### src/rtl/panel_pkg.sv
// panel_pkg: shared definitions for the clock/calendar front-panel logic.
//   btn_state_t  - per-button conditioner FSM states
//   DEB_20MS     - default debounce length, 20 ms at 50 MHz
//   HOLD_0_5S    - default delay from press pulse to first repeat, 0.5 s at 50 MHz
//   REP_0_25S    - default auto-repeat period, 0.25 s at 50 MHz
//   max3()       - largest of three integers, used to size shared counters
package panel_pkg;

   typedef enum logic [1:0] {
      IDLE        = 2'd0,
      DEB_PRESS   = 2'd1,
      PRESSED     = 2'd2,
      DEB_RELEASE = 2'd3
   } btn_state_t;

   localparam int DEB_20MS  = 32'sd1_000_000;
   localparam int HOLD_0_5S = 32'sd25_000_000;
   localparam int REP_0_25S = 32'sd12_500_000;

   function automatic int max3(input int a, input int b, input int c);
      int m;
      m = a;
      if (b > m) begin
         m = b;
      end else begin
         m = m;
      end
      if (c > m) begin
         m = c;
      end else begin
         m = m;
      end
      return m;
   endfunction

endpackage

### src/rtl/button_channel.sv
// button_channel: conditions one raw active-low push-button.
//   clk       - system clock
//   rst       - asynchronous active-high reset
//   i_butt_n  - raw button, active-low, asynchronous to clk
//   o_pulse   - one-cycle strobe on an accepted press and on each auto-repeat
//   o_held    - debounced pressed level
// A 2-flop synchronizer feeds a four-state debounce FSM. A saturating
// debounce counter (r_cnt) qualifies presses and releases; a saturating
// repeat counter (r_rcnt) times the hold-to-repeat strobes and only runs
// while the FSM sits in PRESSED, so a short release glitch pauses it.
module button_channel
   import panel_pkg::*;
#(
   parameter int DEBOUNCE_CYCLES = DEB_20MS,
   parameter int HOLD_CYCLES     = HOLD_0_5S,
   parameter int REPEAT_CYCLES   = REP_0_25S
)(
   input  logic clk,
   input  logic rst,
   input  logic i_butt_n,
   output logic o_pulse,
   output logic o_held
);

   localparam int MAXP = max3(DEBOUNCE_CYCLES, HOLD_CYCLES, REPEAT_CYCLES);
   localparam int CW   = $clog2(MAXP) + 32'sd1;

   localparam logic [CW-1:0] DEB_C   = CW'(DEBOUNCE_CYCLES);
   localparam logic [CW-1:0] HOLD_C  = CW'(HOLD_CYCLES);
   localparam logic [CW-1:0] REP_C   = CW'(REPEAT_CYCLES);
   localparam logic [CW-1:0] ZERO_C  = {CW{1'b0}};
   localparam logic [CW-1:0] ONE_C   = CW'(1'b1);
   localparam logic [CW-1:0] CNT_MAX = {CW{1'b1}};

   logic          r_s1;
   logic          r_s2;
   btn_state_t    r_state;
   logic [CW-1:0] r_cnt;
   logic [CW-1:0] r_rcnt;
   logic          r_rep_phase;   // 0: waiting for first repeat, 1: periodic repeats
   logic          r_pulse;
   logic          r_held;

   logic [CW-1:0] w_cnt_inc;
   logic [CW-1:0] w_rcnt_inc;
   logic          w_fire;

   assign o_pulse = r_pulse;
   assign o_held  = r_held;

   // Two-flop synchronizer, reset to the released level.
   always_ff @(posedge clk or posedge rst) begin
      if (rst) begin
         r_s1 <= 1'b1;
         r_s2 <= 1'b1;
      end else begin
         r_s1 <= i_butt_n;
         r_s2 <= r_s1;
      end
   end

   // Saturating increments and the repeat-fire decision for this edge.
   always_comb begin
      w_cnt_inc  = r_cnt;
      w_rcnt_inc = r_rcnt;
      w_fire     = 1'b0;
      if (r_cnt != CNT_MAX) begin
         w_cnt_inc = r_cnt + ONE_C;
      end else begin
         w_cnt_inc = r_cnt;
      end
      if (r_rcnt != CNT_MAX) begin
         w_rcnt_inc = r_rcnt + ONE_C;
      end else begin
         w_rcnt_inc = r_rcnt;
      end
      // A zero hold time disables auto-repeat entirely.
      if (r_rep_phase) begin
         w_fire = (w_rcnt_inc == REP_C);
      end else begin
         w_fire = (HOLD_C != ZERO_C) && (w_rcnt_inc == HOLD_C);
      end
   end

   // Debounce / repeat FSM with registered pulse and held outputs.
   always_ff @(posedge clk or posedge rst) begin
      if (rst) begin
         r_state     <= IDLE;
         r_cnt       <= ZERO_C;
         r_rcnt      <= ZERO_C;
         r_rep_phase <= 1'b0;
         r_pulse     <= 1'b0;
         r_held      <= 1'b0;
      end else begin
         r_pulse <= 1'b0;
         case (r_state)
            IDLE: begin
               // r_cnt is zero here, so w_cnt_inc == DEB_C only when the
               // debounce length is one sample: accept immediately.
               if (!r_s2) begin
                  if (w_cnt_inc == DEB_C) begin
                     r_state     <= PRESSED;
                     r_pulse     <= ~r_pulse;
                     r_held      <= 1'b1;
                     r_rcnt      <= ZERO_C;
                     r_rep_phase <= 1'b0;
                     r_cnt       <= ZERO_C;
                  end else begin
                     r_state <= DEB_PRESS;
                     r_cnt   <= w_cnt_inc;
                  end
               end else begin
                  r_cnt <= ZERO_C;
               end
            end
            DEB_PRESS: begin
               if (r_s2) begin
                  r_state <= IDLE;
                  r_cnt   <= ZERO_C;
               end else if (w_cnt_inc == DEB_C) begin
                  r_state     <= PRESSED;
                  r_pulse     <= ~r_pulse;
                  r_held      <= 1'b1;
                  r_rcnt      <= ZERO_C;
                  r_rep_phase <= 1'b0;
                  r_cnt       <= ZERO_C;
               end else begin
                  r_cnt <= w_cnt_inc;
               end
            end
            PRESSED: begin
               // Repeat timing advances on every edge spent in PRESSED;
               // ~r_pulse keeps strobes from ever touching back to back.
               if (w_fire) begin
                  r_pulse     <= ~r_pulse;
                  r_rcnt      <= ZERO_C;
                  r_rep_phase <= 1'b1;
               end else begin
                  r_rcnt <= w_rcnt_inc;
               end
               if (r_s2) begin
                  if (w_cnt_inc == DEB_C) begin
                     r_state <= IDLE;
                     r_held  <= 1'b0;
                     r_cnt   <= ZERO_C;
                  end else begin
                     r_state <= DEB_RELEASE;
                     r_cnt   <= w_cnt_inc;
                  end
               end else begin
                  r_cnt <= ZERO_C;
               end
            end
            DEB_RELEASE: begin
               if (!r_s2) begin
                  r_state <= PRESSED;
                  r_cnt   <= ZERO_C;
               end else if (w_cnt_inc == DEB_C) begin
                  r_state <= IDLE;
                  r_held  <= 1'b0;
                  r_cnt   <= ZERO_C;
               end else begin
                  r_cnt <= w_cnt_inc;
               end
            end
            default: begin
               r_state <= IDLE;
               r_held  <= 1'b0;
               r_cnt   <= ZERO_C;
            end
         endcase
      end
   end

endmodule

### src/rtl/button_conditioner.sv
// button_conditioner: front-panel push-button conditioner.
//   clk     - 50 MHz system clock
//   rst     - asynchronous active-high reset
//   butt_n  - raw active-low buttons, one bit per channel
//   pulse   - one-cycle strobe per accepted press and per auto-repeat
//   held    - debounced pressed level per channel
// Channels are fully independent; arbitration between simultaneous
// buttons is left to the consumer.
module button_conditioner
   import panel_pkg::*;
#(
   parameter int NUM_BUTTONS     = 32'sd3,
   parameter int DEBOUNCE_CYCLES = DEB_20MS,
   parameter int HOLD_CYCLES     = HOLD_0_5S,
   parameter int REPEAT_CYCLES   = REP_0_25S
)(
   input  logic                   clk,
   input  logic                   rst,
   input  logic [NUM_BUTTONS-1:0] butt_n,
   output logic [NUM_BUTTONS-1:0] pulse,
   output logic [NUM_BUTTONS-1:0] held
);

   for (genvar g = 0; g < NUM_BUTTONS; g++) begin : g_ch
      button_channel #(
         .DEBOUNCE_CYCLES (DEBOUNCE_CYCLES),
         .HOLD_CYCLES     (HOLD_CYCLES),
         .REPEAT_CYCLES   (REPEAT_CYCLES)
      ) u_channel (
         .clk      (clk),
         .rst      (rst),
         .i_butt_n (butt_n[g]),
         .o_pulse  (pulse[g]),
         .o_held   (held[g])
      );
   end

endmodule

### config.mk
export PLATFORM = sky130hd
export DESIGN_NAME = button_conditioner
export DESIGN_NICKNAME = d
export VERILOG_FILES = /design/src/rtl/panel_pkg.sv /design/src/rtl/button_channel.sv /design/src/rtl/button_conditioner.sv
export SDC_FILE = /design/constraint.sdc
export NUM_CORES = 1
export LEC_CHECK = 0
export BUFFER_PORTS_ARGS = -buffer_cell sky130_fd_sc_hd__buf_2
export CORE_ASPECT_RATIO = 2
export CORE_MARGIN = 10
export CORE_UTILIZATION = 55
export CTS_CLUSTER_DIAMETER = 60
export DETAILED_ROUTE_END_ITERATION = 10
export PLACE_DENSITY = 0.8
export SLEW_MARGIN = 30
export SYNTH_ARGS = -nofsm -noshare
export SYNTH_HDL_FRONTEND = slang
export SYNTH_SLANG_ARGS = --single-unit
export TNS_END_PERCENT = 50
### constraint.sdc
create_clock -name clk -period 8.7 [get_ports clk]
set_clock_uncertainty 0.2 [all_clocks]
set_input_delay 1.74 -clock clk [delete_from_list [all_inputs] [get_ports clk]]
set_output_delay 1.74 -clock clk [all_outputs]
set_load 0.01 [all_outputs]
-- Word-level counts from Yosys, hierarchy flattened
Cells that the tools add are included.
- flip-flop bits (word level): 177
- logic and storage cells: 204
- output and inout bits: 6
- input bits: 5
- add/sub/neg operators: 6
- reductions and logical operators: 24
- equality and inequality tests: 51
- bitwise logic cells: 3
- multiplexer cells: 96
- operators by type and width (operator ; number):
    $mux 26 ; 24
    $pmux 26 s2 ; 6
    $add 26x1->26 const B ; 6
    $ne 26x26->1 const B ; 6
    $eq 26x20->1 const B ; 3
    $eq 26x24->1 const B ; 3
    $eq 26x25->1 const B ; 3
    $mux 2 ; 24
    $reduce_and 4->1 ; 9
    $mux 1 ; 30
    $ne 2x1->1 const B ; 15
    $pmux 2 s4 ; 3
    $pmux 1 s2 ; 9
    $eq 2x2->1 const B ; 6
    $ne 2x2->1 const B ; 6
    $reduce_or 2->1 ; 6
    $ne 3x1->1 const B ; 3
    $ne 3x3->1 const B ; 3
    $reduce_and 3->1 ; 3
    $eq 2x1->1 const B ; 3
    $logic_not 2->1 ; 3
    $reduce_bool 2->1 ; 3
    $not 1->1 ; 3

-- Logic depth before layout (Yosys ltp)
Gate-level depths: netlist of run 1.
- depth after elaboration: 6
- mapped depth: 14

-- Modules after synthesis
Synthesis of run 1 repeated with hierarchy kept, for this count alone.
- cells, all modules: 1546
- area, all modules: 12804.8 µm²
- by module, submodules not included (module ; cells an instance ; times used ; area an instance (µm²)):
    button_channel at g_ch[0].u_channel ... ; 524 ; 2 ; 4347.9
    button_channel at g_ch[2].u_channel ; 498 ; 1 ; 4108.9

-- Worst setup path before layout of run 1
Ideal clock, no wire load.
- path kind: flip-flop to flip-flop
- start point: reg g_ch[2].u_channel.r_rcnt[0]
- end point: reg g_ch[2].u_channel.r_rcnt[18]
- setup slack: 5.013 ns
- stages on the path, launching flop included: 14
- arrival: 3.363 ns
- clock period less this slack: 3.687 ns
- data required time: 8.376 ns
- cell sequence: dfrtp_1 > ha_1 > buf_2 > nand3_2 > or3_1 > clkbuf_1 > or4_1 > a211oi_1 > nand4_1 > mux2_4 > o31ai_4 > buf_6 > nor2_1 > a211o_1
- cells in the longest elaborated chain, start to end: 6
- ends and longest elaborated chain (what ; RTL line ; RTL):
    from (decl) ; button_channel.sv:39 ; logic [CW-1:0] r_rcnt;
    from (signal assigned) ; button_channel.sv:139 ; r_rcnt <= w_rcnt_inc;
    $add 26x1->26 or $ne 26x26->1 (tied branches) ; button_channel.sv:73, button_channel.sv:72 ;
    $mux 26 * ; button_channel.sv:72 ; if (r_rcnt != CNT_MAX) begin
    $eq 26x25->1 or $eq 26x24->1 (tied branches) ; button_channel.sv:81, button_channel.sv:79 ;
    $mux 1 ; button_channel.sv:78 ; if (r_rep_phase) begin
    $mux 26 * ; button_channel.sv:134 ; if (w_fire) begin
    $pmux 26 s2 * ; button_channel.sv:96 ; case (r_state)
Mark *: on every way between the ends. The rest lies on a longest branch, timed or not.
A chain may end at the register's enable or synchronous reset.

-- Final worst setup path of run 1
- start point: reg g_ch[1].u_channel.r_rcnt[6]
- end point: reg g_ch[1].u_channel.r_rcnt[0]
- cells in the longest elaborated chain, start to end: 6
- ends and longest elaborated chain (what ; RTL line):
    from (decl) ; button_channel.sv:39
    from (signal assigned) ; button_channel.sv:139
    $add 26x1->26 or $ne 26x26->1 (tied branches) ; button_channel.sv:73, button_channel.sv:72
    $mux 26 * ; button_channel.sv:72
    $eq 26x25->1 or $eq 26x24->1 (tied branches) ; button_channel.sv:81, button_channel.sv:79
    $mux 1 ; button_channel.sv:78
    $mux 26 * ; button_channel.sv:134
    $pmux 26 s2 * ; button_channel.sv:96
Marked as above.

==> impl_metrics.toml, run 1 <==
[floorplan]
core_area_sq_um = 22060
rows = 77
die_y_um = 231.6
die_area_sq_um = 29130
die_w_um = 125.8
ioPinCount = 11
initial_core_util_pct = 55.79

[worst_setup_path]
cp-start-kind = "flop"
cp.required_ps = 8850
critical_path_buf_inv_count = 1
path_delay_family = "simple AND/OR/NAND/NOR gates"
cp_max_fo = 19
worst_setup_path_end_kind = "flop"
critical_path.max_stage_delay_ps = 590
critical_path.slowest_cell = "dfrtp_1"
path_class = "flop to flop"
worstPathCellList = "nand4_2 -> nor4_4 -> or3b_2 -> xnor2_1 -> nor4_1 -> nand4_1 -> a211o_1 -> buf_4 -> a31o_2 -> mux2_2"
cp_data_arrival_time_ps = 4600

[worst_hold_path]
hold_path.class = "flop to flop"

[clock_network]
post_cts_buffers = 0
clk_latency_ps = 460
cts.root.buffer_cell = "clkbuf_16"
h-tree-depth = 4
clkSlewWorstSetupHoldPaths_ps = 70
cts_sinks = 177
cts_made_buffers = 17
hold_buffers = 0
cts_tree = "yes"
post_cts_resized = 0
clk_path_buf_depth = 2

[grt]
grt_max_degree = 98
grt_pass1_wl_um = 55240
grt_antenna_before_repair = 0
grt_pass1_vias = 11420
grtUsageTotal_pct = 22.45
grt-ovfl-total = 0

[synthesis]
yosysSeqAreaShare_pct = 36.05
synth_largest_area_cell = "dfrtp_1"
ys_ff_latch = 177
syn_nets = 1517
synthesis.area_sq_um = 12310
synth_edf_count = 0
netlist.area_leader.share_pct = 34.77
synth-async-reset-ratio_pct = 100.0
synth.distinct_cells = 81
synth_top_flop_cell = "dfrtp_1"
synthCells = 1506
synth_area_leaders = "dfrtp_1 (35%), nand3_1 (4.4%), xnor2_1 (4.2%)"
synth.avg_cell_area_sq_um = 8.173
yosys_warnings = 0

[timing]
clock.fmax_ghz = 0.2243
grt_setup_unrepaired = "no"
slew_viol_final = 0
setup_viol = 0
fin_crit_sh_pct = 51.24
period_minus_slack_ps = 4458
hold_viol_final = 0
relSlewSlack_pct = 36.63
tightestPinTransition_ps = 943.4
setup-tns-final_ps = 0

[job]
cap_violations = 0

[finish]
fill_cells = 2008
area_delta_synth_final_pct = 5.174
final_util_pct = 58.67
nNetsFinal = 1450
diodes = 0
drive_gt1_share_pct = 6.405
finalInstanceArea_sq_um = 12940

[drt]
ant_nets = 0
first_pass_iters = 5
vias = 11620
wirelength_um = 32890
drt_iter0_drc = 1173
vias_per_cell = 6.727
routedWlPerCell_um = 19.03
drc_errors = 0

[place]
dp_hpwl_um = 23270
routabilityCongestion = 0.9877
place_area_sq_um = 12340
port_buffers = 10

[power]
power-per-cell-area_nw_per_um2 = 129.4
leakage_nw = 4.893
irDropWorstVdd_mv = 0.1231

[status]
outcome = "finished, final reports clean"
[power breakdown]
group	total, mW	switching, mW	internal (mW)
sequential	0.836	0.00670	0.829
combinational	0.0408	0.0313	0.00950
clock	0.798	0.366	0.432
[registers in the layout (all words and copies together), names as in the netlist]
| signal | flops |
|---|---|
| g_ch.u_channel.o_held | 3 |
| g_ch.u_channel.o_pulse | 3 |
| g_ch.u_channel.r_cnt | 78 |
| g_ch.u_channel.r_rcnt | 78 |
| g_ch.u_channel.r_rep_phase | 3 |
| g_ch.u_channel.r_s1 | 3 |
| g_ch.u_channel.r_s2 | 3 |
| g_ch.u_channel.r_state | 6 |
[path summary, 6_finish.rpt]
check                           cells past startpoint                                  endpoint  slack, ps                                     from
max in group asynchronous                           3   g_ch[1].u_channel.r_rcnt[7]$_DFFE_PP0P_       5960                                      rst
worst min-delay path                                0          g_ch[0].u_channel.r_s2$_DFF_PP1_        160         g_ch[0].u_channel.r_s1$_DFF_PP1_
worst max-delay path                               10   g_ch[1].u_channel.r_rcnt[0]$_DFFE_PP0P_       4240  g_ch[1].u_channel.r_rcnt[6]$_DFFE_PP0P_
worst max register to register                     10   g_ch[1].u_channel.r_rcnt[0]$_DFFE_PP0P_       4240  g_ch[1].u_channel.r_rcnt[6]$_DFFE_PP0P_
min in group asynchronous                           2  g_ch[2].u_channel.r_rcnt[23]$_DFFE_PP0P_       1180                                      rst
worst min register to register                      0          g_ch[0].u_channel.r_s2$_DFF_PP1_        160         g_ch[0].u_channel.r_s1$_DFF_PP1_
[metrics by stage]
step	worst slack, ps	hold slack [ps]	power, mW	instances
after floorplan	1968	145.2	0.8802	1506
after global placement	4193	148.6	0.8923	1695
after detailed placement	4251	149.5	0.8940	1696
after CTS	4253	162.4	1.688	1728
after global routing	3745	165.5	1.732	1728
final	4243	159.8	1.675	1728
[cells in the mapped netlist (all sizes together) (38+ instances only)]
cell    number
a21oi       83
a31oi       40
clkbuf      77
dfrtp      171
inv         39
nand2      122
nand3      112
nand4       69
nor2       134
nor3        70
nor4        38
o21ai       59
xnor2       59
xor2        51
[cell families after synthesis]
| kind of cell | after synthesis | synth area share [%] |
|---|---|---|
| mux | 16 | 1.383 |
| fa+ha+maj | 6 | 0.6099 |
| xor+xnor | 110 | 7.828 |
| simple gates | 723 | 31.47 |
| compound gates | 329 | 17.73 |
| flops | 177 | 36.05 |
| buf+inv | 145 | 4.930 |
[layer usage]
metal  GRT usage, %  wire (um)  part of all wire [%]
met1          23.31      12210                    37
met2          41.32      17440                    53
met3          3.544       1500                   4.6
met4          13.30       1738                   5.3
met5              0          0                     0
[cells in the final DEF (no fill, tap or decap), types with 14 or more instances in the layout]
cell	count
nor4_1	33
o31ai_1	14
nor2_1	131
xor2_1	51
dfrtp_1	171
xnor2_1	59
and4_1	19
nand4_1	67
and2_1	21
nor3_1	69
nand2_1	122
inv_1	38
a21o_1	16
and3_1	36
a21oi_1	83
clkbuf_16	17
nand3_1	109
a31oi_1	40
or3_1	23
o21ai_0	56
[final cells by class]
class	count	area, sq um	area share, %
clock buffer	17	425.4	3.286
clock inverter	15	173.9	1.344
inverter	40	157.7	1.218
multi-input combinational	1184	7277	56.22
sequential	177	4437	34.27
tap	276	345.3	2.668
timing repair buffer	19	128.9	0.9956
Note: power is estimated with default switching activity, not from simulation.
==> inputs of run 2 (changes only) <==
--- a/config.mk
+++ b/config.mk
@@ -5,6 +5,7 @@
 export SDC_FILE = /design/constraint.sdc
 export NUM_CORES = 1
 export LEC_CHECK = 0
+export ABC_AREA = 1
 export BUFFER_PORTS_ARGS = -buffer_cell sky130_fd_sc_hd__buf_2
 export CORE_ASPECT_RATIO = 2
 export CORE_MARGIN = 10
==> constraint.sdc (replaced) <==
create_clock -name clk -period 4.5 [get_ports clk]
set_clock_uncertainty 0.2 [all_clocks]
set_input_delay 0.9 -clock clk [delete_from_list [all_inputs] [get_ports clk]]
set_output_delay 0.9 -clock clk [all_outputs]
set_load 0.01 [all_outputs]
==> impl_metrics.toml, run 2 <==
[finish]
final_cell_mix = "nand2_1 (677), nor2_1 (381), nand3_1 (220), inv_1 (171), dfrtp_1 (171)"
nNetsFinal = 2017
reg_top3 = "g_ch.u_channel.r_cnt (78), g_ch.u_channel.r_rcnt (78), g_ch.u_channel.r_state (6)"
finalInstanceArea_sq_um = 13650
mostFrequentLayoutCell = "nand2_1"
diodes = 0
fill_cells = 2253
drive_gt1_share_pct = 7.083
area_delta_synth_final_pct = 5.597

[job]
cap_violations = 0

[worst_hold_path]
hold_path.class = "flop to flop"

[place]
routabilityCongestion = 1.027
dp_hpwl_um = 29510
port_buffers = 10
place_area_sq_um = 13070

[synthesis]
synth_commonest_cells = "nand2_1 (677), nor2_1 (381), nand3_1 (220)"
synthCells = 2016
synth_top_flop_cell = "dfrtp_1"
netlist.area_leader.share_pct = 33.11
synthesis.area_sq_um = 12920
ys_ff_latch = 177
yosys_warnings = 0
synth-async-reset-ratio_pct = 100.0
synth_edf_count = 0
synth.distinct_cells = 42
synth_area_leaders = "dfrtp_1 (33%), nand2_1 (20%), nor2_1 (11%)"
yosysSeqAreaShare_pct = 34.33
syn_nets = 2027
synth_largest_area_cell = "dfrtp_1"
synth.avg_cell_area_sq_um = 6.410
yosysMostFrequentCell = "nand2_1"

[drt]
wirelength_um = 38620
drt_iter0_drc = 986
vias_per_cell = 5.655
vias = 13020
routedWlPerCell_um = 16.78
ant_nets = 0
first_pass_iters = 5
drc_errors = 0

[floorplan]
die_y_um = 236.8
core_area_sq_um = 23230
die_w_um = 128.4
ioPinCount = 11
initial_core_util_pct = 55.63
rows = 79
die_area_sq_um = 30400

[grt]
grtUsageTotal_pct = 25.79
grt_max_degree = 86
grt_pass1_vias = 12770
grt-ovfl-total = 0
grt_pass1_wl_um = 63120
grt_antenna_before_repair = 0

[clock_network]
clkSlewWorstSetupHoldPaths_ps = 70
hold_buffers = 0
clk_path_buf_depth = 2
cts_made_buffers = 17
post_cts_resized = 0
cts.root.buffer_cell = "clkbuf_16"
cts_tree = "yes"
h-tree-depth = 4
post_cts_buffers = 0
clk_latency_ps = 460
cts_sinks = 177

[worst_setup_path]
worstPathCellList = "ha_1 -> nand3_2 -> inv_2 -> nand2_2 -> nor2_2 -> nand2_2 -> inv_1 -> nor2_1 -> nand3_1 -> nor2_1 -> nand2_1 -> nor2_1 -> nand3_1 -> nand2_1 -> nand2_2 -> nand2_1 -> nand2_1"
cp.required_ps = 4640
cp_max_fo = 26
path_delay_family = "simple AND/OR/NAND/NOR gates"
path_class = "flop to flop"
cp-start-kind = "flop"
critical_path_buf_inv_count = 2
cp_common_cell = "nand2_1"
critical_path.max_stage_delay_ps = 470
worst_setup_path_end_kind = "flop"
critical_path.slowest_cell = "dfrtp_1"
cp_data_arrival_time_ps = 3900

[timing]
clock.fmax_ghz = 0.2663
fin_crit_sh_pct = 83.46
hold_viol_final = 0
period_minus_slack_ps = 3756
slew_viol_final = 0
tightestPinTransition_ps = 983.3
grt_setup_unrepaired = "no"
setup-tns-final_ps = 0
relSlewSlack_pct = 34.04
setup_viol = 0

[power]
irDropWorstVdd_mv = 0.2554
leakage_nw = 6.483
fin_total_pwr_mw = 3.212
power-per-cell-area_nw_per_um2 = 235.4

[status]
outcome = "finished, final reports clean"
## run 2: layer usage
layer	GRT usage, %	vias up	share of wire [%]
met1	24.88	5988	34
li1	-	6326	-
met5	0	-	0
met4	19.40	0	7.6
met2	47.01	499	54
met3	4.050	204	4.5
## run 2: area by class of cell
class                   instances  area (sq um)  area share [%]
multi-input cells            1603          7430           54.45
flip-flops and latches        177          4437           32.51
well taps                     283         354.1           2.595
clock inverters                13         137.6           1.009
clock buffers                  19         442.9           3.246
inverters                     190         716.9           5.254
repair buffers                 17         127.6          0.9353
## run 2: cell families (layout without fill, tap and decap cells)
kind of cell | count (synthesis) | count (layout) | synth area share [%]
simple gates | 1418 | 1418 | 47.11
buf+inv | 236 | 239 | 8.172
flops | 177 | 177 | 34.33
compound gates | 96 | 96 | 4.173
xor+xnor | 83 | 83 | 5.626
fa+ha+maj | 6 | 6 | 0.5809
## run 2: report_power, final
group	switching, mW	internal (mW)	total (mW)
registers	0.0137	1.60	1.62
clock network	0.670	0.831	1.50
logic	0.0716	0.0226	0.0942
total	0.756	2.46	3.21
## run 2: worst paths after layout
kind                                                 startpoint                                 endpoint  slack (ps)  cells past startpoint
max in group asynchronous                                   rst         g_ch[2].u_channel.r_s1$_DFF_PP1_        2960                      3
max                        g_ch[1].u_channel.r_cnt[0]$_DFF_PP0_  g_ch[1].u_channel.r_rcnt[3]$_DFFE_PP0P_         740                     17
min reg2reg                    g_ch[1].u_channel.r_s1$_DFF_PP1_         g_ch[1].u_channel.r_s2$_DFF_PP1_         160                      0
min in group asynchronous                                   rst    g_ch[1].u_channel.r_cnt[22]$_DFF_PP0_         290                      2
max reg2reg                g_ch[1].u_channel.r_cnt[0]$_DFF_PP0_  g_ch[1].u_channel.r_rcnt[3]$_DFFE_PP0P_         740                     17
min                            g_ch[1].u_channel.r_s1$_DFF_PP1_         g_ch[1].u_channel.r_s2$_DFF_PP1_         160                      0
## run 2: metrics by stage
step,hold slack [ps],setup slack [ps],util [%],cells
2_1_floorplan,145.2,1138,-,2016
3_3_place_gp,147.0,854.2,56.25,2270
3_5_place_dp,148.7,830.8,56.25,2270
4_1_cts,162.1,813.2,58.75,2302
5_1_grt,169.8,497.2,58.75,2302
6_report,158.9,744.5,58.75,2302
==> inputs of run 3 (changes only) <==
--- a/config.mk
+++ b/config.mk
@@ -5,14 +5,14 @@
 export SDC_FILE = /design/constraint.sdc
 export NUM_CORES = 1
 export LEC_CHECK = 0
-export ABC_AREA = 1
+export ABC_AREA = 0
 export BUFFER_PORTS_ARGS = -buffer_cell sky130_fd_sc_hd__buf_2
 export CORE_ASPECT_RATIO = 2
 export CORE_MARGIN = 10
 export CORE_UTILIZATION = 55
 export CTS_CLUSTER_DIAMETER = 60
 export DETAILED_ROUTE_END_ITERATION = 10
-export PLACE_DENSITY = 0.8
+export PLACE_DENSITY = 0.83
 export SLEW_MARGIN = 30
 export SYNTH_ARGS = -nofsm -noshare
 export SYNTH_HDL_FRONTEND = slang
==> constraint.sdc (replaced) <==
create_clock -name clk -period 3.4 [get_ports clk]
set_clock_uncertainty 0.2 [all_clocks]
set_input_delay 0.68 -clock clk [delete_from_list [all_inputs] [get_ports clk]]
set_output_delay 0.68 -clock clk [all_outputs]
set_load 0.01 [all_outputs]
==> impl_metrics.toml, run 3 (synthesis gave the netlist of run 1 again) <==
[power]
pwr-share-comb_pct = 3.1
p_sw_share_pct = 25.22
leakage_nw = 6.516
irDropWorstVdd_mv = 0.2677
seq_power_share_pct = 49.7
p_int_mw = 3.211
p_clk_share_pct = 47.2
power-per-cell-area_nw_per_um2 = 273.0
switchingPower_mw = 1.083

[clock_network]
clk_path_buf_depth = 2
clk_latency_ps = 460
cts_tree = "yes"
h-tree-depth = 4
hold_buffers = 0
cts_sinks = 177
cts.root.buffer_cell = "clkbuf_16"
cts_made_buffers = 17
clkSlewWorstSetupHoldPaths_ps = 80

[finish]
reg_top3 = "g_ch.u_channel.r_cnt (78), g_ch.u_channel.r_rcnt (78), g_ch.u_channel.r_state (6)"
mostFrequentLayoutCell = "buf_4"
drive_gt1_share_pct = 26.34
final_util_pct = 71.30
fin_cells = 2011
area_delta_synth_final_pct = 27.80
diodes = 0
final_cell_mix = "buf_4 (270), dfrtp_1 (167), nor2_1 (128), nand2_1 (120), nand3_1 (103)"
nNetsFinal = 1733

[worst_setup_path]
cp-start-kind = "flop"
path_class = "flop to flop"
worst_setup_path_end_kind = "flop"
cp_data_arrival_time_ps = 3600
timing.rr.start = "g_ch[1].u_channel.r_rcnt[1]$_DFFE_PP0P_"
cp_max_fo = 5
rrSetupSlack_ps = -50
critical_path.max_stage_delay_ps = 530
critical_path.slowest_cell = "or4_4"
r2r-end = "g_ch[1].u_channel.r_rcnt[0]$_DFFE_PP0P_"
cp.required_ps = 3550
ff2ff_path_depth = 13
worstPathCellList = "ha_2 -> buf_4 -> and3_4 -> nand4_1 -> nor3_2 -> buf_4 -> nor2_1 -> or4_4 -> buf_6 -> a211oi_4 -> buf_6 -> nor3_4 -> mux2_4"

[place]
dp_hpwl_um = 29300
routabilityCongestion = 1.029
port_buffers = 10
dp.cells = 1952

[timing]
tightestPinTransition_ps = 835.1
fin_ws_ps = -54.89
fin_crit_sh_pct = 101.6
period_minus_slack_ps = 3455
setup_viol = 9
hold_viol_final = 0
whs_ps = 13.16
grt_setup_unrepaired = "yes"
relSlewSlack_pct = 44.22
clock.fmax_ghz = 0.2894
slew_viol_final = 0

[status]
outcome = "finished, violations left"
failed_checks = "setup timing"

[floorplan]
initial_core_util_pct = 55.79
die_area_sq_um = 29130
rows = 77
die_w_um = 125.8
die_y_um = 231.6
core_area_sq_um = 22060
ioPinCount = 11

[grt]
grt_max_degree = 105
grtUsageTotal_pct = 26.67
grt_pass1_wl_um = 64200
grt_pass1_vias = 13250
grt-ovfl-total = 0
grt_antenna_before_repair = 0

[drt]
vias_per_cell = 6.601
vias = 13280
drc_errors = 0
routedWlPerCell_um = 20.30
ant_nets = 0
first_pass_iters = 8
wirelength_um = 40820
drt_iter0_drc = 1170

[worst_hold_path]
hold_path.class = "primary input to async pin"

[job]
cap_violations = 0
run 3: final cells by class:
class	instances	area, sq um
clock buffer	17	425.4
multi-input combinational	1184	7789
sequential	177	4442
tap	276	345.3
timing repair buffer	302	2406
clock inverter	15	168.9
fill	1655	6332
inverter	40	153.9
run 3: critical path: cells and delay by family, from the launching register on:
family          cells  cell delay, ps
fa+ha+maj           1             220
flops               1             370
compound gates      1             320
buf+inv             4             640
simple gates        6            1310
mux                 1             280
run 3: timing repair:
item / CTS / global route
gates resized for setup: 40 / 95
gates cloned: 1 / 0
endpoints found under the setup margin: 63 / 121
setup buffers: 10 / 16
pin swaps: 8 / 31
hold endpoints to repair: 0 / 0
run 3: routing by layer:
layer  vias up  track usage [%]  part of all wire, %
met2       583            50.65                   54
met3       234            4.481                  4.7
met4         0            19.26                  7.5
li1       6039                -                    -
met5         -                0                    0
met1      6419            24.80                   34
run 3: worst max-delay path by stage:
stage                                            start                                       end  slack, ps
2_1_floorplan  g_ch[2].u_channel.r_rcnt[0]$_DFFE_PP0P_  g_ch[2].u_channel.r_rcnt[18]$_DFFE_PP0P_       -290
3_3_place_gp   g_ch[1].u_channel.r_rcnt[7]$_DFFE_PP0P_   g_ch[1].u_channel.r_rcnt[0]$_DFFE_PP0P_       -180
3_5_place_dp   g_ch[1].u_channel.r_rcnt[8]$_DFFE_PP0P_   g_ch[1].u_channel.r_rcnt[0]$_DFFE_PP0P_       -220
4_1_cts        g_ch[2].u_channel.r_rcnt[0]$_DFFE_PP0P_  g_ch[2].u_channel.r_rcnt[18]$_DFFE_PP0P_        -10
5_1_grt        g_ch[2].u_channel.r_rcnt[0]$_DFFE_PP0P_  g_ch[2].u_channel.r_rcnt[10]$_DFFE_PP0P_       -160
6_report       g_ch[1].u_channel.r_rcnt[1]$_DFFE_PP0P_   g_ch[1].u_channel.r_rcnt[0]$_DFFE_PP0P_        -50
run 3: power by group through the flow:
| stage | combinational, mW | sequential, mW | clock (mW) |
|---|---|---|---|
| final | 0.135 | 2.13 | 2.03 |
| after CTS | 0.137 | 2.13 | 2.04 |
| after floorplan | 0.0800 | 2.17 | 0 |
| after detailed placement | 0.136 | 2.17 | 0 |
| after global routing | 0.152 | 2.13 | 2.14 |
| after global placement | 0.132 | 2.17 | 0 |
run 3: metrics by stage:
stage | cell area [sq um] | power, mW | setup TNS [ps] | setup slack, ps
after CTS | 15180 | 4.314 | -14.27 | -14.02
after floorplan | 12310 | 2.253 | -5544 | -286.6
after detailed placement | 14330 | 2.309 | -4054 | -216.3
after global placement | 14330 | 2.305 | -2031 | -180.0
after global routing | 15730 | 4.422 | -2502 | -160.1
final | 15730 | 4.294 | -253.8 | -54.89
